<file path="config.mk">
export PLATFORM = sky130hd
export DESIGN_NAME = sbox_subbytes_seq
export DESIGN_NICKNAME = d
export VERILOG_FILES = /design/src/rtl/sbox_subbytes_seq_pkg.sv /design/src/rtl/sbox_subbytes_seq_lane.sv /design/src/rtl/sbox_subbytes_seq.sv
export SDC_FILE = /design/constraint.sdc
export NUM_CORES = 2
export LEC_CHECK = 0
export ABC_AREA = 0
export CAP_MARGIN = 20
export CORE_MARGIN = 2
export CORE_UTILIZATION = 25
export CTS_CLUSTER_DIAMETER = 30
export DETAILED_ROUTE_END_ITERATION = 7
export PLACE_DENSITY = 0.39
export SKIP_LAST_GASP = 1
export SLEW_MARGIN = 5
export SYNTH_ARGS = -nofsm -noshare
export SYNTH_HDL_FRONTEND = slang
export SYNTH_HIERARCHICAL = 1
export SYNTH_SLANG_ARGS = --single-unit
</file>
<file path="constraint.sdc">
create_clock -name clk -period 24.6 [get_ports clk]
set_clock_uncertainty 0.15 [all_clocks]
set_input_delay 4.92 -clock clk [delete_from_list [all_inputs] [get_ports clk]]
set_output_delay 4.92 -clock clk [all_outputs]
set_load 0.02 [all_outputs]
</file>
<file path="src/rtl/sbox_subbytes_seq_pkg.sv">
// Shared definitions for the byte-serial SubBytes sequencer: widths,
// direction encodings, FSM state encoding and the GF(2^8) S-box datapath.
package sbox_subbytes_seq_pkg;

    localparam int AES_STATE_W = 128;
    localparam int AES_BYTES   = 16;

    localparam logic SBOX_FWD = 1'b0;
    localparam logic SBOX_INV = 1'b1;

    typedef enum logic [1:0] {
        ST_IDLE  = 2'd0,
        ST_ISSUE = 2'd1,
        ST_DRAIN = 2'd2,
        ST_DONE  = 2'd3
    } seq_state_t;

    // Multiply in GF(2^8) modulo x^8 + x^4 + x^3 + x + 1.
    function automatic logic [7:0] gf_mul(input logic [7:0] a, input logic [7:0] b);
        logic [7:0] p;
        logic [7:0] x;
        p = 8'h00;
        x = a;
        for (int i = 0; i < 8; i++) begin
            if (b[i]) p = p ^ x;
            x = {x[6:0], 1'b0} ^ (x[7] ? 8'h1b : 8'h00);
        end
        return p;
    endfunction

    function automatic logic [7:0] gf_sq(input logic [7:0] a);
        return gf_mul(a, a);
    endfunction

    // Tower inversion through the subfield norms: x^17 lies in GF(2^4),
    // its norm a^5 lies in GF(2^2) where b^-1 = b^2. Then
    // a^-1 = a^4 * (a^5)^2 and x^-1 = x^16 * (x^17)^-1. Zero maps to zero.
    function automatic logic [7:0] gf_inv(input logic [7:0] x);
        logic [7:0] x16;
        logic [7:0] a;
        logic [7:0] a4;
        logic [7:0] n2;
        x16 = gf_sq(gf_sq(gf_sq(gf_sq(x))));
        a   = gf_mul(x16, x);
        a4  = gf_sq(gf_sq(a));
        n2  = gf_mul(a4, a);
        return gf_mul(x16, gf_mul(a4, gf_sq(n2)));
    endfunction

    function automatic logic [7:0] rotl8(input logic [7:0] v, input int n);
        logic [15:0] t;
        t = {v, v} << n;
        return t[15:8];
    endfunction

    function automatic logic [7:0] aff_fwd(input logic [7:0] b);
        return b ^ rotl8(b, 1) ^ rotl8(b, 2) ^ rotl8(b, 3) ^ rotl8(b, 4) ^ 8'h63;
    endfunction

    function automatic logic [7:0] aff_inv(input logic [7:0] s);
        return rotl8(s, 1) ^ rotl8(s, 3) ^ rotl8(s, 6) ^ 8'h05;
    endfunction

    function automatic logic [7:0] sbox_byte(input logic [7:0] b, input logic inv);
        if (inv == SBOX_INV) return gf_inv(aff_inv(b));
        return aff_fwd(gf_inv(b));
    endfunction

endpackage

</file>
<file path="src/rtl/sbox_subbytes_seq_lane.sv">
// One S-box lane: combinational forward/inverse S-box followed by PIPE
// register stages carrying data, group tag and valid.
module sbox_subbytes_seq_lane
    import sbox_subbytes_seq_pkg::*;
#(
    parameter int PIPE = 1,
    parameter int TW   = 1
) (
    input  logic          clk,
    input  logic          rst_n,
    input  logic          in_vld,
    input  logic [TW-1:0] in_tag,
    input  logic [7:0]    in_byte,
    input  logic          inv,
    output logic          out_vld,
    output logic [TW-1:0] out_tag,
    output logic [7:0]    out_byte
);

    logic [7:0]    sub;
    logic [7:0]    data_q [PIPE];
    logic [TW-1:0] tag_q  [PIPE];
    logic [PIPE-1:0] vld_q;

    // Substitute the incoming byte in the selected direction.
    always_comb begin
        sub = sbox_byte(in_byte, inv);
    end

    // Pipeline shift; valid bits clear on reset so stale data never retires.
    always_ff @(posedge clk or negedge rst_n) begin
        if (!rst_n) begin
            for (int s = 0; s < PIPE; s++) begin
                data_q[s] <= '0;
                tag_q[s]  <= '0;
                vld_q[s]  <= 1'b0;
            end
        end else begin
            data_q[0] <= sub;
            tag_q[0]  <= in_tag;
            vld_q[0]  <= in_vld;
            for (int s = 1; s < PIPE; s++) begin
                data_q[s] <= data_q[s-1];
                tag_q[s]  <= tag_q[s-1];
                vld_q[s]  <= vld_q[s-1];
            end
        end
    end

    assign out_vld  = vld_q[PIPE-1];
    assign out_tag  = tag_q[PIPE-1];
    assign out_byte = data_q[PIPE-1];

endmodule

</file>
<file path="src/rtl/sbox_subbytes_seq.sv">
// Byte-serial SubBytes/InvSubBytes sequencer for one 128-bit AES state.
// LANES S-box lanes are time-multiplexed over the 16 state bytes.
//
//   state | meaning
//   IDLE  | waiting for a state, in_ready high
//   ISSUE | feeding one group of LANES bytes per cycle into the lanes
//   DRAIN | waiting for the remaining groups to leave the lane pipes
//   DONE  | result valid and frozen until out_ready
module sbox_subbytes_seq
    import sbox_subbytes_seq_pkg::*;
#(
    parameter int LANES = 4,
    parameter int PIPE  = 1
) (
    input  logic                   clk,
    input  logic                   rst_n,
    input  logic                   in_valid,
    output logic                   in_ready,
    input  logic [AES_STATE_W-1:0] state_in,
    input  logic                   inv_in,
    output logic                   out_valid,
    input  logic                   out_ready,
    output logic [AES_STATE_W-1:0] state_out,
    output logic                   busy
);

    localparam int ISSUES = AES_BYTES / LANES;
    localparam int TW     = (ISSUES > 1) ? $clog2(ISSUES) : 1;
    localparam int WW     = $clog2(ISSUES) + 1;
    localparam logic [TW-1:0] TLAST = TW'(ISSUES - 1);
    localparam logic [WW-1:0] WLAST = WW'(ISSUES);

    seq_state_t state_q, state_d;

    logic [AES_STATE_W-1:0] hold_q;
    logic [AES_STATE_W-1:0] result_q;
    logic                   inv_q;
    logic [TW-1:0]          icnt_q;
    logic [WW-1:0]          wcnt_q;
    logic [WW-1:0]          wcnt_inc;
    logic                   issuing;
    logic                   retire;
    logic                   final_wr;

    logic [7:0]    lane_in   [LANES];
    logic [LANES-1:0] lane_vld;
    logic [TW-1:0] lane_tag  [LANES];
    logic [7:0]    lane_out  [LANES];

    assign issuing  = (state_q == ST_ISSUE);
    assign retire   = lane_vld[0];
    assign wcnt_inc = wcnt_q + 1'b1;
    assign final_wr = retire && (wcnt_inc == WLAST);

    for (genvar j = 0; j < LANES; j++) begin : g_lane
        assign lane_in[j] = hold_q[AES_STATE_W-1 - 8*(int'(icnt_q)*LANES + j) -: 8];

        sbox_subbytes_seq_lane #(
            .PIPE (PIPE),
            .TW   (TW)
        ) u_lane (
            .clk      (clk),
            .rst_n    (rst_n),
            .in_vld   (issuing),
            .in_tag   (icnt_q),
            .in_byte  (lane_in[j]),
            .inv      (inv_q),
            .out_vld  (lane_vld[j]),
            .out_tag  (lane_tag[j]),
            .out_byte (lane_out[j])
        );
    end

    // FSM state register.
    always_ff @(posedge clk or negedge rst_n) begin
        if (!rst_n) state_q <= ST_IDLE;
        else        state_q <= state_d;
    end

    // FSM next-state decode.
    always_comb begin
        state_d = state_q;
        case (state_q)
            ST_IDLE:  if (in_valid)            state_d = ST_ISSUE;
            ST_ISSUE: if (icnt_q == TLAST)     state_d = ST_DRAIN;
            ST_DRAIN: if (final_wr)            state_d = ST_DONE;
            ST_DONE:  if (out_ready)           state_d = ST_IDLE;
            default:                           state_d = ST_IDLE;
        endcase
    end

    // FSM outputs, all decoded straight from the state register.
    always_comb begin
        in_ready  = (state_q == ST_IDLE);
        out_valid = (state_q == ST_DONE);
        busy      = (state_q != ST_IDLE);
    end

    // Input capture, issue/write counters and result assembly.
    always_ff @(posedge clk or negedge rst_n) begin
        if (!rst_n) begin
            hold_q   <= '0;
            inv_q    <= SBOX_FWD;
            icnt_q   <= '0;
            wcnt_q   <= '0;
            result_q <= '0;
        end else begin
            if (state_q == ST_IDLE && in_valid) begin
                hold_q <= state_in;
                inv_q  <= inv_in;
                icnt_q <= '0;
                wcnt_q <= '0;
            end
            if (issuing) begin
                icnt_q <= (icnt_q == TLAST) ? '0 : icnt_q + 1'b1;
            end
            if (retire) begin
                wcnt_q <= wcnt_inc;
            end
            for (int j = 0; j < LANES; j++) begin
                if (lane_vld[j]) begin
                    result_q[AES_STATE_W-1 - 8*(int'(lane_tag[j])*LANES + j) -: 8] <= lane_out[j];
                end
            end
        end
    end

    assign state_out = result_q;

endmodule

</file>
Word-level counts from Yosys, hierarchy flattened
Cells that the tools add are included.
{"block": "classes", "addsub": 20, "n_mux": 1935, "shift": 12, "reduce_logical": 7, "eq_ne": 9, "bitwise": 1152}
{"op": "2-to-1 mux 8 bit", "n": 1412}
{"op": "bitwise XOR 8 bit", "n": 1144}
{"op": "2-to-1 mux 5 bit", "n": 504}
{"op": "variable shift 8 x 33 -> 135 bit (first input constant)", "n": 4}
{"op": "indexed part select 8 x 33 -> 135 bit", "n": 4}
{"op": "bitwise mux 128 bit", "n": 4}
{"op": "2-to-1 mux 128 bit", "n": 4}
{"op": "indexed part select 135 x 9 -> 8 bit", "n": 3}
{"op": "indexed part select 135 x 8 -> 8 bit", "n": 1}
{"op": "negator 9 -> 33 bit", "n": 3}
{"op": "subtractor 7 x 8 -> 9 bit (first input constant)", "n": 6}
{"op": "negator 8 -> 33 bit", "n": 1}
{"op": "adder 4 x 2 -> 5 bit (second input constant)", "n": 4}
{"op": "NOT 4 bit", "n": 4}
{"op": "subtractor 7 x 7 -> 8 bit (first input constant)", "n": 2}
{"op": "2-to-1 mux 2 bit", "n": 7}
{"op": "adder 4 x 1 -> 5 bit (second input constant)", "n": 2}
{"op": "NOT 2 bit", "n": 4}
{"op": "case mux 2 bit (4 select lines)", "n": 1}
{"op": "equality test 2 bit (second input constant)", "n": 3}
{"op": "2-to-1 mux 3 bit", "n": 2}
{"op": "!= test 2 bit (second input constant)", "n": 3}
{"op": "nonzero test 2 bit", "n": 3}
{"op": "AND reduction 4 bit", "n": 1}
{"op": "8 further kinds", "n": 9}
{"block": "word_totals", "output_inout_bits": 131, "register_bits": 299, "in_bits": 133}

Longest topological paths before layout
{"block": "logic_depth", "ltp_word": 262, "depth_mapped": 91, "mapped_depth_nobuf": 76}

Modules after synthesis
The synthesis kept the hierarchy.
{"module": "sbox_subbytes_seq_lane at g_lane[1].u_lane ...", "cells_each": 3092, "area_per_inst_um2": 23739.0, "instances": 3}
{"module": "sbox_subbytes_seq_lane at g_lane[0].u_lane", "cells_each": 3176, "area_per_inst_um2": 24150.7, "instances": 1}
{"module": "sbox_subbytes_seq", "cells_each": 624, "area_per_inst_um2": 10815.4, "instances": 1}

Least setup slack after synthesis
OpenSTA, ideal clock, no wires.
{"block": "synth_path", "kind": "reg2reg", "startpoint": "register icnt_q[0]", "endpoint": "register g_lane[0].u_lane.data_q (netlist bit g_lane[0].u_lane/out_byte[3])", "required_time_ns": 24.325, "stages_incl_launch_ff": 91, "t_arrival_ns": 20.659, "path_buffers": 15, "period_less_slack_ns": 20.934, "path_slack_ns": 3.666, "cell_sequence": "dfrtp_1 buf_2 buf_4 mux4_2 buf_4 buf_6 buf_6 xnor3_1 buf_2 inv_2 buf_4 ha_1 clkbuf_1 xnor2_1 xnor2_1 o22ai_2 xnor2_2 inv_4 [55 not listed] o211a_1 or2_2 mux2i_1 o311ai_0 or2_0 nor3b_1 o311a_1 or3_1 xnor2_2 nor2_1 xnor2_1 nor2_1 xnor2_1 xnor2_1 xnor2_1 xnor2_1 xnor2_1 mux2_2"}
{"item": "start, declared", "line": "sbox_subbytes_seq.sv:38", "source": "logic [TW-1:0] icnt_q;"}
{"item": "start signal, assigned", "line": "sbox_subbytes_seq.sv:115", "source": "icnt_q <= (icnt_q == TLAST) ? '0 : icnt_q + 1'b1;"}
{"item": "end signal, assigned by index", "line": "sbox_subbytes_seq_lane.sv:43", "source": "data_q[s] <= data_q[s-1];"}
{"item": "end, declared", "line": "sbox_subbytes_seq_lane.sv:21", "source": "logic [7:0] data_q [PIPE];"}

==> results.yml <==
detailed_routing:
  dr.first_iter.drc_count: 6683
  postRouteWirelength_um: 386000
  vias: 93700
  firstDrtPassIters: 8
  viasPerCell: 4.97
  drc: 36
  ant_nets: 0
  post_drt_wl_per_cell_um: 20.5
logic_synthesis:
  ys_warn_count: 6
  syn-num-nets: 13300
  postSynthCellCount: 13100
  ys_async_sr_fraction_pct: 100
  synth_edf_count: 0
  ys_seq_elements: 308
  synth_area_um2: 106000
  synth_ff_type: "dfrtp_1"
  synth_seq_area_share_pct: 7.26
  synth_area_per_cell_um2: 8.12
  synth.distinct_cells: 142
placement:
  io_buffer_count: 263
  dpl_cell_area_um2: 115000
  dpl.cell_count: 18700
  place.gp.congestion: 0.843
  hpwl_um: 293000
die:
  core-area_um2: 423000
  start_util_pct: 25.1
  io_pins: 264
  chipWidth_um: 656
  dieArea_um2: 430000
  die_h_um: 656
  num_rows: 239
finish:
  area_growth_pct: 12.7
  final_cell_area_um2: 120000
  finish.utilization_pct: 28.3
  layout_common_cells: "xnor2_1, nor2_1, nand2_1"
  fillers: 45900
  layout_commonest_cell: "xnor2_1"
  drive_gt1_share_pct: 12.5
  fin_cells: 18900
  nets: 13300
hold_path:
  hold_class: "register to register"
  min_from: "hold_q[88]$_DFFE_PN0P_"
  hold_end: "hold_q[88]$_DFFE_PN0P_"
  hold_depth: 1
critical_path:
  cp_common_cell: "xnor2_1"
  timing.rr.start: "icnt_q[0]$_DFFE_PN0P_"
  rr_endpoint: "g_lane[1].u_lane/out_byte[2]$_DFF_PN0_"
  regToRegSetupSlack_ns: 1.57
  critPathMaxFanout: 28
  start_kind: "register"
  path_class: "register to register"
  reg2regPathDepth: 70
  slowest_delay_ns: 0.80
  required_ns: 25.10
  cp.arrival_ns: 23.53
  endpoint_kind: "register"
  cp_slowest_cell: "xnor3_1"
clock_network:
  cts_root_buf: "clkbuf_16"
  clock_sinks: 308
  cts_setup_buffers: 0
  holdBufCountCts: 0
  clk_pin_slew_worst_paths_ns: 0.04
  clk_path_buf_depth: 4
  insertion_delay_ns: 0.86
  cts_resized: 0
  numCtsBuffers: 107
  cts_tree: "done"
  cts_max_level: 3
timing:
  drv_slew: 0
  fin_tns_setup_ns: 0
  min_period_over_period_pct: 93.6
  maxClockFrequency_mhz: 43.4
  rsz0062_at_grt: "false"
  final-hold-violation-count: 0
  worst_pin_slew_ns: 1.11
  min_period_ns: 23.03
  max_slew_margin_pct: 25.7
  setup_viol: 0
grt:
  grt_overflow: 0
  grt_pass1_vias: 90500
  grt_pass1_wl_um: 589000
  track_usage_pct: 17.2
  grt_max_degree: 91
  grt_antenna_before_repair: 23
job:
  drv_cap: 0
status:
  outcome: "complete, but fails checks"
  violations: "design-rule violations"
## metrics by stage
| stage | setup slack (ns) | hold slack [ns] |
|---|---|---|
| 4_1_cts | 0.648 | 0.339 |
| 6_report | 1.57 | 0.330 |
| 3_3_place_gp | 1.11 | 0.327 |
| 3_5_place_dp | 0.818 | 0.330 |
| 5_1_grt | 0.00639 | 0.351 |
| 2_1_floorplan | 3.67 | 0.273 |
## kinds of logic after synthesis
group | count (synthesis) | synth area share, %
muxes | 701 | 7.49
AOI/OAI and AO/OA | 2535 | 16.6
adders and majority gates | 76 | 0.884
xor gates and xnor gates | 3815 | 42.7
and+or+nand+nor | 4654 | 20.5
DFF | 308 | 7.26
buffers and inverters | 987 | 4.58
## metal layers
layer	global-route usage [%]	vias to the layer above	wire (um)	share of wire [%]
li1	-	46100	-	-
met1	24.0	45500	183000	47
met2	28.9	1816	182000	47
met3	1.51	304	13900	3.6
met4	3.34	12	7250	1.9
met5	0	-	58	0.015
## worst max-delay path: cells and delay by family, from the launching register on
family | cells | cell delay (ns)
flip-flops | 1 | 0.64
AND/OR/NAND/NOR | 9 | 1.61
AO/OA/AOI/OAI | 11 | 3.05
buffers and inverters | 8 | 1.89
XOR/XNOR | 33 | 11.55
adder cells (fa/ha/maj) | 6 | 2.77
multiplexers | 3 | 1.04
## final cells by class
| type | count | area [um2] | share of cell area (%) |
|---|---|---|---|
| inverters | 194 | 731 | 0.610 |
| clock buffers | 130 | 2930 | 2.45 |
| diodes | 11 | 27.5 | 0.0230 |
| multi-input cells | 11800 | 94000 | 78.5 |
| well taps | 5663 | 7090 | 5.92 |
| clock inverters | 63 | 1140 | 0.954 |
| flip-flops and latches | 308 | 7720 | 6.45 |
| repair buffers | 716 | 6040 | 5.05 |
## cells in the mapped netlist, drive strengths merged, types with 157 or more instances
library cell     n  area [um2]
xor2           614        6170
nor3           406        2120
mux2i          353        3630
mux2           312        3510
clkbuf         346        1310
nor2          1551        5890
xnor3          557       12600
a21oi          588        2990
inv            184         693
dfrtp          308        7710
nand2b         157         982
xnor2         2571       24800
nand3          346        1750
nand2         1311        4960
buf            447        2820
o21ai          523        2660
## worst max path at each step
stage | startpoint | endpoint | slack, ns
CTS | icnt_q[0]$_DFFE_PN0P_ | g_lane[0].u_lane/out_byte[3]$_DFF_PN0_ | 0.65
global placement | icnt_q[0]$_DFFE_PN0P_ | g_lane[0].u_lane/out_byte[3]$_DFF_PN0_ | 1.11
floorplan | icnt_q[0]$_DFFE_PN0P_ | g_lane[0].u_lane/out_byte[3]$_DFF_PN0_ | 3.67
detailed placement | icnt_q[0]$_DFFE_PN0P_ | g_lane[0].u_lane/out_byte[3]$_DFF_PN0_ | 0.82
finish | icnt_q[0]$_DFFE_PN0P_ | g_lane[1].u_lane/out_byte[2]$_DFF_PN0_ | 1.57
global route | icnt_q[0]$_DFFE_PN0P_ | g_lane[1].u_lane/out_byte[1]$_DFF_PN0_ | 0.006
## registers in the layout, indices dropped and copies added (netlist names)
| register | cells |
|---|---|
| g_lane.u_lane/out_byte | 32 |
| g_lane.u_lane/out_tag | 8 |
| g_lane.u_lane/out_vld | 4 |
| hold_q | 128 |
| icnt_q | 2 |
| inv_q | 1 |
| state_out | 128 |
| state_q | 2 |
| wcnt_q | 3 |
Power is not shown: default switching activity piles up to over one toggle a cycle in this logic, so the estimate is an artifact.
